## src/rtl/hazard_pkg.sv

```systemverilog
// Shared types and elaboration helpers for the pipeline hazard/stall controller.
package hazard_pkg;

   typedef enum logic {IDLE = 1'b0, LD_STALL = 1'b1} hz_state_e;

   // Bits needed to hold max_val, never less than one.
   function automatic int cnt_w(input int max_val);
      int w = 1;
      while ((1 << w) <= max_val) w++;
      return w;
   endfunction

   function automatic bit lat_ok(input int lat);
      return lat >= 1;
   endfunction

endpackage

```

## src/rtl/hz_down_counter.sv

```systemverilog
// Loadable down-counter that stops at zero; clear wins over load.
module hz_down_counter #(
   parameter int WIDTH = 2
) (
   input  logic             clk,
   input  logic             reset,
   input  logic             clr_i,
   input  logic             load_i,
   input  logic [WIDTH-1:0] load_val_i,
   output logic [WIDTH-1:0] cnt_o,
   output logic             zero_o
);

   logic [WIDTH-1:0] cnt_q, cnt_d;

   always_comb begin
      cnt_d = cnt_q;
      if (clr_i)               cnt_d = '0;
      else if (load_i)         cnt_d = load_val_i;
      else if (cnt_q != '0)    cnt_d = cnt_q - WIDTH'(1);
   end

   always_ff @(posedge clk) begin
      if (reset) cnt_q <= '0;
      else       cnt_q <= cnt_d;
   end

   assign cnt_o  = cnt_q;
   assign zero_o = (cnt_q == '0);

endmodule

```

## src/rtl/hazard_stall_ctrl.sv

```systemverilog
// Load-use / MDU-busy stall and taken-branch flush control for the 5-stage pipeline,
// with a saturating stalled-cycle counter.
module hazard_stall_ctrl
   import hazard_pkg::*;
#(
   parameter int REG_W    = 5,
   parameter int LOAD_LAT = 1,
   parameter int MDU_LAT  = 4,
   parameter int PERF_W   = 16
) (
   input  logic              clk,
   input  logic              reset,
   input  logic [REG_W-1:0]  IFID_rs,
   input  logic [REG_W-1:0]  IFID_rt,
   input  logic [REG_W-1:0]  IDEX_rt,
   input  logic              memread,
   input  logic              mdu_start,
   input  logic              IFID_mdu_use,
   input  logic              branch_taken,
   output logic              IFIDWrite,
   output logic              PCWrite,
   output logic              HazardMux,
   output logic              IFIDFlush,
   output logic              stall_active,
   output logic [PERF_W-1:0] stall_count
);

   localparam int LW = cnt_w(LOAD_LAT - 1);
   localparam int MW = cnt_w(MDU_LAT - 1);

   if (!lat_ok(LOAD_LAT) || !lat_ok(MDU_LAT)) begin : g_bad_lat
      $error("hazard_stall_ctrl: LOAD_LAT and MDU_LAT must be >= 1");
   end

   hz_state_e         state_q;
   logic [LW-1:0]     ld_cnt;
   logic [MW-1:0]     mdu_cnt;
   logic              ld_zero, mdu_zero;
   logic              ld_hz, mdu_hz, stall, ld_load;
   logic [PERF_W-1:0] stall_cnt_q, stall_cnt_d;

   assign ld_hz   = memread && (IDEX_rt != '0) && ((IDEX_rt == IFID_rs) || (IDEX_rt == IFID_rt));
   assign mdu_hz  = (!mdu_zero || mdu_start) && IFID_mdu_use;
   assign stall   = (ld_hz && state_q == IDLE) || (state_q == LD_STALL) || mdu_hz;
   // The first stalled cycle is spent in IDLE; the FSM only covers the extra LOAD_LAT-1.
   assign ld_load = (LOAD_LAT > 1) && !branch_taken && (state_q == IDLE) && ld_hz;

   hz_down_counter #(.WIDTH(LW)) u_ld_cnt (
      .clk        (clk),
      .reset      (reset),
      .clr_i      (branch_taken),
      .load_i     (ld_load),
      .load_val_i (LW'(LOAD_LAT - 1)),
      .cnt_o      (ld_cnt),
      .zero_o     (ld_zero)
   );

   // A taken branch leaves the MDU alone: its op is older than the branch.
   hz_down_counter #(.WIDTH(MW)) u_mdu_cnt (
      .clk        (clk),
      .reset      (reset),
      .clr_i      (1'b0),
      .load_i     (mdu_start),
      .load_val_i (MW'(MDU_LAT - 1)),
      .cnt_o      (mdu_cnt),
      .zero_o     (mdu_zero)
   );

   logic unused_cnt_bits;
   assign unused_cnt_bits = ^{ld_zero, mdu_cnt};

   always_ff @(posedge clk) begin
      if (reset) begin
         state_q <= IDLE;
      end else if (branch_taken) begin
         state_q <= IDLE;
      end else begin
         case (state_q)
            IDLE:     if (ld_load) state_q <= LD_STALL;
            LD_STALL: if (ld_cnt == LW'(1)) state_q <= IDLE;
            default:  state_q <= IDLE;
         endcase
      end
   end

   always_comb begin
      IFIDWrite    = 1'b1;
      PCWrite      = 1'b1;
      HazardMux    = 1'b0;
      IFIDFlush    = 1'b0;
      stall_active = 1'b0;
      if (reset) begin
         IFIDWrite = 1'b1;
      end else if (branch_taken) begin
         HazardMux = 1'b1;
         IFIDFlush = 1'b1;
      end else if (stall) begin
         IFIDWrite    = 1'b0;
         PCWrite      = 1'b0;
         HazardMux    = 1'b1;
         stall_active = 1'b1;
      end
   end

   always_comb begin
      stall_cnt_d = stall_cnt_q;
      if (stall_active && stall_cnt_q != '1) stall_cnt_d = stall_cnt_q + PERF_W'(1);
   end

   always_ff @(posedge clk) begin
      if (reset) stall_cnt_q <= '0;
      else       stall_cnt_q <= stall_cnt_d;
   end

   assign stall_count = stall_cnt_q;

endmodule

```

## config.mk

```make
export PLATFORM = sky130hd
export DESIGN_NAME = hazard_stall_ctrl
export DESIGN_NICKNAME = d
export VERILOG_FILES = /design/src/rtl/hazard_pkg.sv /design/src/rtl/hz_down_counter.sv /design/src/rtl/hazard_stall_ctrl.sv
export SDC_FILE = /design/constraint.sdc
export NUM_CORES = 1
export LEC_CHECK = 0
export CAP_MARGIN = 15
export CORE_ASPECT_RATIO = 1.1
export CORE_UTILIZATION = 44
export DETAILED_ROUTE_END_ITERATION = 10
export PLACE_DENSITY = 0.79
export SYNTH_ARGS = -nofsm -noshare
export SYNTH_HDL_FRONTEND = slang
export SYNTH_SLANG_ARGS = --single-unit
```

## constraint.sdc

```tcl
create_clock -name clk -period 2.5 [get_ports clk]
set_input_delay 0.625 -clock clk [delete_from_list [all_inputs] [get_ports clk]]
set_output_delay 0.625 -clock clk [all_outputs]
set_load 0.1 [all_outputs]
```

---- Word level (Yosys, flattened, before mapping) ----
Cells that the tools add are included.
word-level totals
  register bits ........................... 20
  latch bits .............................. 0
  memory bits (writable) .................. 0
  bits in read-only memories .............. 0
  input bits .............................. 21
  output and inout bits ................... 21
  logic and storage cells ................. 42
  memories kept ........................... 0
cells by class
  $add $sub $neg .......................... 3
  multiply operators ...................... 0
  div/mod/pow operators ................... 0
  $lt $le $gt $ge ......................... 0
  equality and inequality tests ........... 3
  shift operators ......................... 0
  mux-type cells .......................... 14
  bitwise operators ....................... 2
  reduce and logical (&&, ||, !) cells .... 16
operators with widths
  operator               number
  $add 16x1->16 const B  1
  $ne 16x16->1 const B   1
  $mux 1                 11
  $eq 5x5->1             2
  $logic_and 1x1->1      5
  $reduce_bool 5->1      1
  $logic_or 1x1->1       4
  $mux 2                 2
  $reduce_bool 2->1      2
  $reduce_or 3->1        1
  $logic_not 2->1        1
  $not 1->1              2
  $pmux 1 s2             1
  $reduce_or 2->1        1
  $sub 2x1->2 const B    1
  $logic_not 1->1        1
  $sub 1x1->1 const B    1

---- Logic depth before layout (Yosys ltp) ----
  depth after elaboration ................. 10
  gate-level depth with buffers ........... 10

---- Modules after synthesis ----
From an unflattened synthesis, not the netlist that was laid out.
unflattened totals
  cells, all modules ...................... 146
  area, all modules ....................... 1218.7 µm²
by module, submodules not included
  module                       times used  cells each  area an instance (µm²)
  hazard_stall_ctrl            1           130         1053.5
  hz_down_counter (u_mdu_cnt)  1           13          128.9
  hz_down_counter (u_ld_cnt)   1           3           36.3

---- Worst setup path before layout ----
No wires, ideal clock.
  kind .................................... input -> output
  from .................................... input IDEX_rt[3]
  to ...................................... output HazardMux
  data arrival time ....................... 2.798 ns
  path slack .............................. -0.923 ns
  stages .................................. 5
  buffers on the path ..................... 0
  cell sequence ........................... xor2_1 -> nor3_1 -> a22oi_1 -> o21a_1 -> a21oi_1
between the ends
  word-level cells in the longest chain between the ends .. 9
  elaborated cells on any way between the ends .. 12
ends and longest elaborated chain
  element                                                       line                     RTL
  from (decl)                                                   hazard_stall_ctrl.sv:15  input logic [REG_W-1:0] IDEX_rt,
  $eq 5x5->1 / $reduce_bool 5->1 (equally long branches)        hazard_stall_ctrl.sv:42  assign ld_hz = memread && (IDEX_rt != '0) && ((IDEX_rt == IFID_rs) || (IDEX_rt == IFID_rt));
  $logic_or 1x1->1 / $logic_and 1x1->1 (equally long branches)  hazard_stall_ctrl.sv:42
  $logic_and 1x1->1 *                                           hazard_stall_ctrl.sv:42
  $logic_and 1x1->1 *                                           hazard_stall_ctrl.sv:44  assign stall = (ld_hz && state_q == IDLE) || (state_q == LD_STALL) || mdu_hz;
  $logic_or 1x1->1 * (2 in series)                              hazard_stall_ctrl.sv:44
  $mux 1 *                                                      hazard_stall_ctrl.sv:97  end else if (stall) begin
  $mux 1 *                                                      hazard_stall_ctrl.sv:94  end else if (branch_taken) begin
  $mux 1 *                                                      hazard_stall_ctrl.sv:92  if (reset) begin
  to (decl)                                                     hazard_stall_ctrl.sv:22  output logic HazardMux,
Every way passes the cells marked *; elsewhere a longest branch is shown, timed or not.

---- Worst setup path in the final report ----
  from .................................... input IFID_rs[1]
  to ...................................... output stall_active
between the ends
  word-level cells in the longest chain between the ends .. 9
ends and longest elaborated chain
  element                         line                     RTL
  from (decl)                     hazard_stall_ctrl.sv:13  input logic [REG_W-1:0] IFID_rs,
  $eq 5x5->1                      hazard_stall_ctrl.sv:42
  $logic_or 1x1->1                hazard_stall_ctrl.sv:42
  $logic_and 1x1->1               hazard_stall_ctrl.sv:42
  $logic_and 1x1->1               hazard_stall_ctrl.sv:44
  $logic_or 1x1->1 (2 in series)  hazard_stall_ctrl.sv:44
  $mux 1                          hazard_stall_ctrl.sv:97
  $mux 1                          hazard_stall_ctrl.sv:94
  $mux 1                          hazard_stall_ctrl.sv:92
  to (decl)                       hazard_stall_ctrl.sv:24  output logic stall_active,
No other way between the ends.

==> results.py <==
metrics = {
    "worst_setup_path": {
        "crit_chain": "dlygate4sd2_1 -> xor2_1 -> nor2_1 -> a22oi_1 -> o21a_1 -> or2_4 -> clkinvlp_4 -> buf_12",
        "crit_fanout": 4,
        "arrival_ns": 2.07,
        "critPathRequiredTime_ns": 1.88,
        "critPathBufInv": 3,
        "critPathKind": "primary input to output pin",
        "cp.depth": 8,
        "critPathLaunchType": "primary input",
        "crit_slowest_cell": "or2_4",
        "max_stage_delay_ns": 0.28,
        "r2r_cells": 9,
        "cp_top_family": "buffers and inverters",
        "endpoint_kind": "output pin",
    },
    "floorplanning": {
        "initial_core_util_pct": 46.6,
        "rows": 19,
        "die_w_um": 51.0,
        "coreArea_um2": 2500,
        "chipHeight_um": 55.9,
        "io_pins": 42,
        "die-area_um2": 2850,
    },
    "power": {
        "netSwitchingFraction_pct": 27.6,
        "p_int_mw": 0.595,
        "clkPwrFrac_pct": 32.7,
        "p_leak_nw": 0.790,
        "p_sw_mw": 0.227,
        "power_density_nw_per_um2": 441,
        "power.total_mw": 0.822,
        "p_seq_share_pct": 39.9,
        "comb_power_share_pct": 27.4,
        "vdd.ir_drop.worst_uv": 376,
    },
    "worst_hold_path": {
        "min_path_type": "register to register",
        "min_path_cells": 1,
    },
    "drt": {
        "wl_um": 3480,
        "routedWlPerCell_um": 14.8,
        "ant_nets": 0,
        "dr.pass1.iters": 4,
        "drc": 0,
        "viasPerCell": 5.43,
        "dr_total_vias": 1282,
        "drt-initial-drc-count": 22,
    },
    "clock_network": {
        "clk_path_buf_depth": 2,
        "clk_latency_ns": 0.32,
        "clkTransAtPathRegs_ns": 0.12,
        "postCtsHoldBufs": 0,
        "numCtsBuffers": 3,
        "tritoncts": "built",
        "cts_sinks": 20,
        "root_buffer": "clkbuf_4",
        "htree_levels": 1,
    },
    "place": {
        "io_buffers": 41,
        "placed_cells": 222,
        "pre_cts_slack_ns": -0.545,
        "dp_hpwl_um": 2540,
        "gp_congestion": 0.858,
    },
    "sta": {
        "worst_hold_slack_ns": 0.383,
        "setup_ws_ns": -0.194,
        "rsz0062_at_grt": "yes",
        "final-max-slew-violation-count": 0,
        "fin_crit_sh_pct": 108,
        "finalSetupViolations": 4,
        "max_freq_mhz": 371,
        "hold_violations": 0,
        "period_needed_ns": 2.69,
        "clock_skew_ns": 0.0119,
    },
    "logic_synthesis": {
        "synthArstFlopShare_pct": 0,
        "synth_top_area_share_pct": 34.4,
        "yosys-top-cells-area": "dfxtp_1 (34%), xor2_1 (8.3%), or3_1 (5.9%), a21oi_1 (4.7%), nor2_1 (4.2%)",
        "synth_edf_count": 0,
        "synth_ff_type": "dfxtp_1",
        "yosysUniqueCellTypes": 38,
        "seq_area_frac_synth_pct": 34.4,
        "syn_avg_cell_area_um2": 8.31,
        "yosysTopAreaCell": "dfxtp_1",
        "syn-instance-count": 140,
        "netlist_area_um2": 1160,
        "syn-num-nets": 163,
        "synth_warnings": 0,
        "synth.ff_latch_count": 20,
    },
    "finish": {
        "seq_area_um2": 410,
        "multiInputGateArea_um2": 739,
        "final_nets": 229,
        "finalNonFillerCells": 236,
        "nFillCells": 186,
        "antennaDiodeCount": 0,
        "syn2layout_area_growth_pct": 60.2,
        "drive_gt1_share_pct": 41.0,
    },
    "global_routing": {
        "grt_pass1_vias": 1274,
        "antenna_found_initial": 0,
        "grt_usage_pct": 25.5,
        "overflow": 0,
        "grt_pass1_wl_um": 5530,
        "grt_max_degree": 24,
    },
    "flow_run": {
        "cap_violations": 0,
    },
    "outcome": {
        "outcome": "complete, but fails checks",
        "failed_checks": "setup timing",
    },
}
layout by cell type, fill, tap and decap left out, types with 5 or more instances in the layout:
master and instances:
dfxtp_1 12, nand2_1 7, nor2_1 12, o21ai_1 6, or3_1 11, buf_12 5
dfxtp_2 8, clkdlybuf4s15_1 5, buf_2 5, buf_4 40, a21oi_1 10, o21ai_0 6
xor2_1 10, nand3_1 9, inv_1 7
final timing paths:
check | slack (ns) | from | endpoint
setup reg to reg | 0.23 | u_mdu_cnt.cnt_o[0]$_SDFFE_PP0N_ | stall_count[5]$_SDFFE_PP0P_
hold / removal | 0.38 | u_ld_cnt.cnt_o$_SDFF_PP0_ | state_q$_SDFF_PP0_
hold reg to reg | 0.38 | u_ld_cnt.cnt_o$_SDFF_PP0_ | state_q$_SDFF_PP0_
setup / recovery | -0.19 | IFID_rs[1] | stall_active
routing by layer:
layer / up-vias / track usage, % / share of wire [%]
met1: 599 / 29.3 / 42
met2: 45 / 46.2 / 52
met5: - / 0 / 0
li1: 631 / - / -
met4: 0 / 9.52 / 1.8
met3: 7 / 3.55 / 4.3
sequential cells by signal, indices dropped and copies added (netlist names):
register and flops:
stall_count 16, u_mdu_cnt.cnt_o 2, u_ld_cnt.cnt_o 1, state_q 1
logic make-up (layout without fill, tap and decap cells):
family,Yosys count,in the layout,share of synthesized area (%)
simple gates,53,53,25.6
mux,2,2,1.72
compound gates,36,36,20.6
flops,20,20,34.4
xor+xnor,12,12,9.03
fa+ha+maj,2,2,2.15
buf+inv,14,79,6.13
other cells,1,1,0.322
repair_timing:
action	4_1_cts	5_1_grt
setup buffers	6	5
pin swaps	18	12
hold endpoints to repair	0	0
gates resized for setup	58	6
setup endpoints to repair	4	4
cells in the mapped netlist (2+ instances only):
cell and n:
nand3_1 9, nor3_1 4, nor2_1 13, xor2_1 11, o21a_1 2, nand2_1 7, mux2i_1 2, nand4_1 2
or3_1 11, clkbuf_1 2, a21oi_1 11, o21ai_0 6, o21ai_1 6, buf_6 2, inv_1 9, ha_1 2
dfxtp_1 20
per-stage QoR:
| stage | utilization (%) | instance area (um2) | TNS, ns |
|---|---|---|---|
| finish | 74.7 | 1860 | -0.575 |
| global route | 74.7 | 1860 | -0.645 |
| floorplan | - | 1190 | -1.05 |
| detailed placement | 69.0 | 1720 | -4.68 |
| CTS | 73.0 | 1820 | -0.478 |
| global placement | 69.0 | 1720 | -3.63 |
power by group through the flow:
| stage | combinational [mW] | sequential [mW] | clock (mW) |
|---|---|---|---|
| 6_report | 0.225 | 0.328 | 0.269 |
| 5_1_grt | 0.238 | 0.329 | 0.288 |
| 3_5_place_dp | 0.200 | 0.335 | 0 |
| 3_3_place_gp | 0.193 | 0.335 | 0 |
| 4_1_cts | 0.212 | 0.328 | 0.271 |
| 2_1_floorplan | 0.100 | 0.343 | 0 |
layout make-up:
cell class | instances | share of cell area (%)
multi-input combinational | 106 | 39.7
timing repair buffer | 66 | 31.4
sequential | 20 | 22.0
tap | 31 | 2.08
inverter | 9 | 2.01
clock inverter | 1 | 1.61
clock buffer | 3 | 1.21
(Power assumes the default switching activity.)
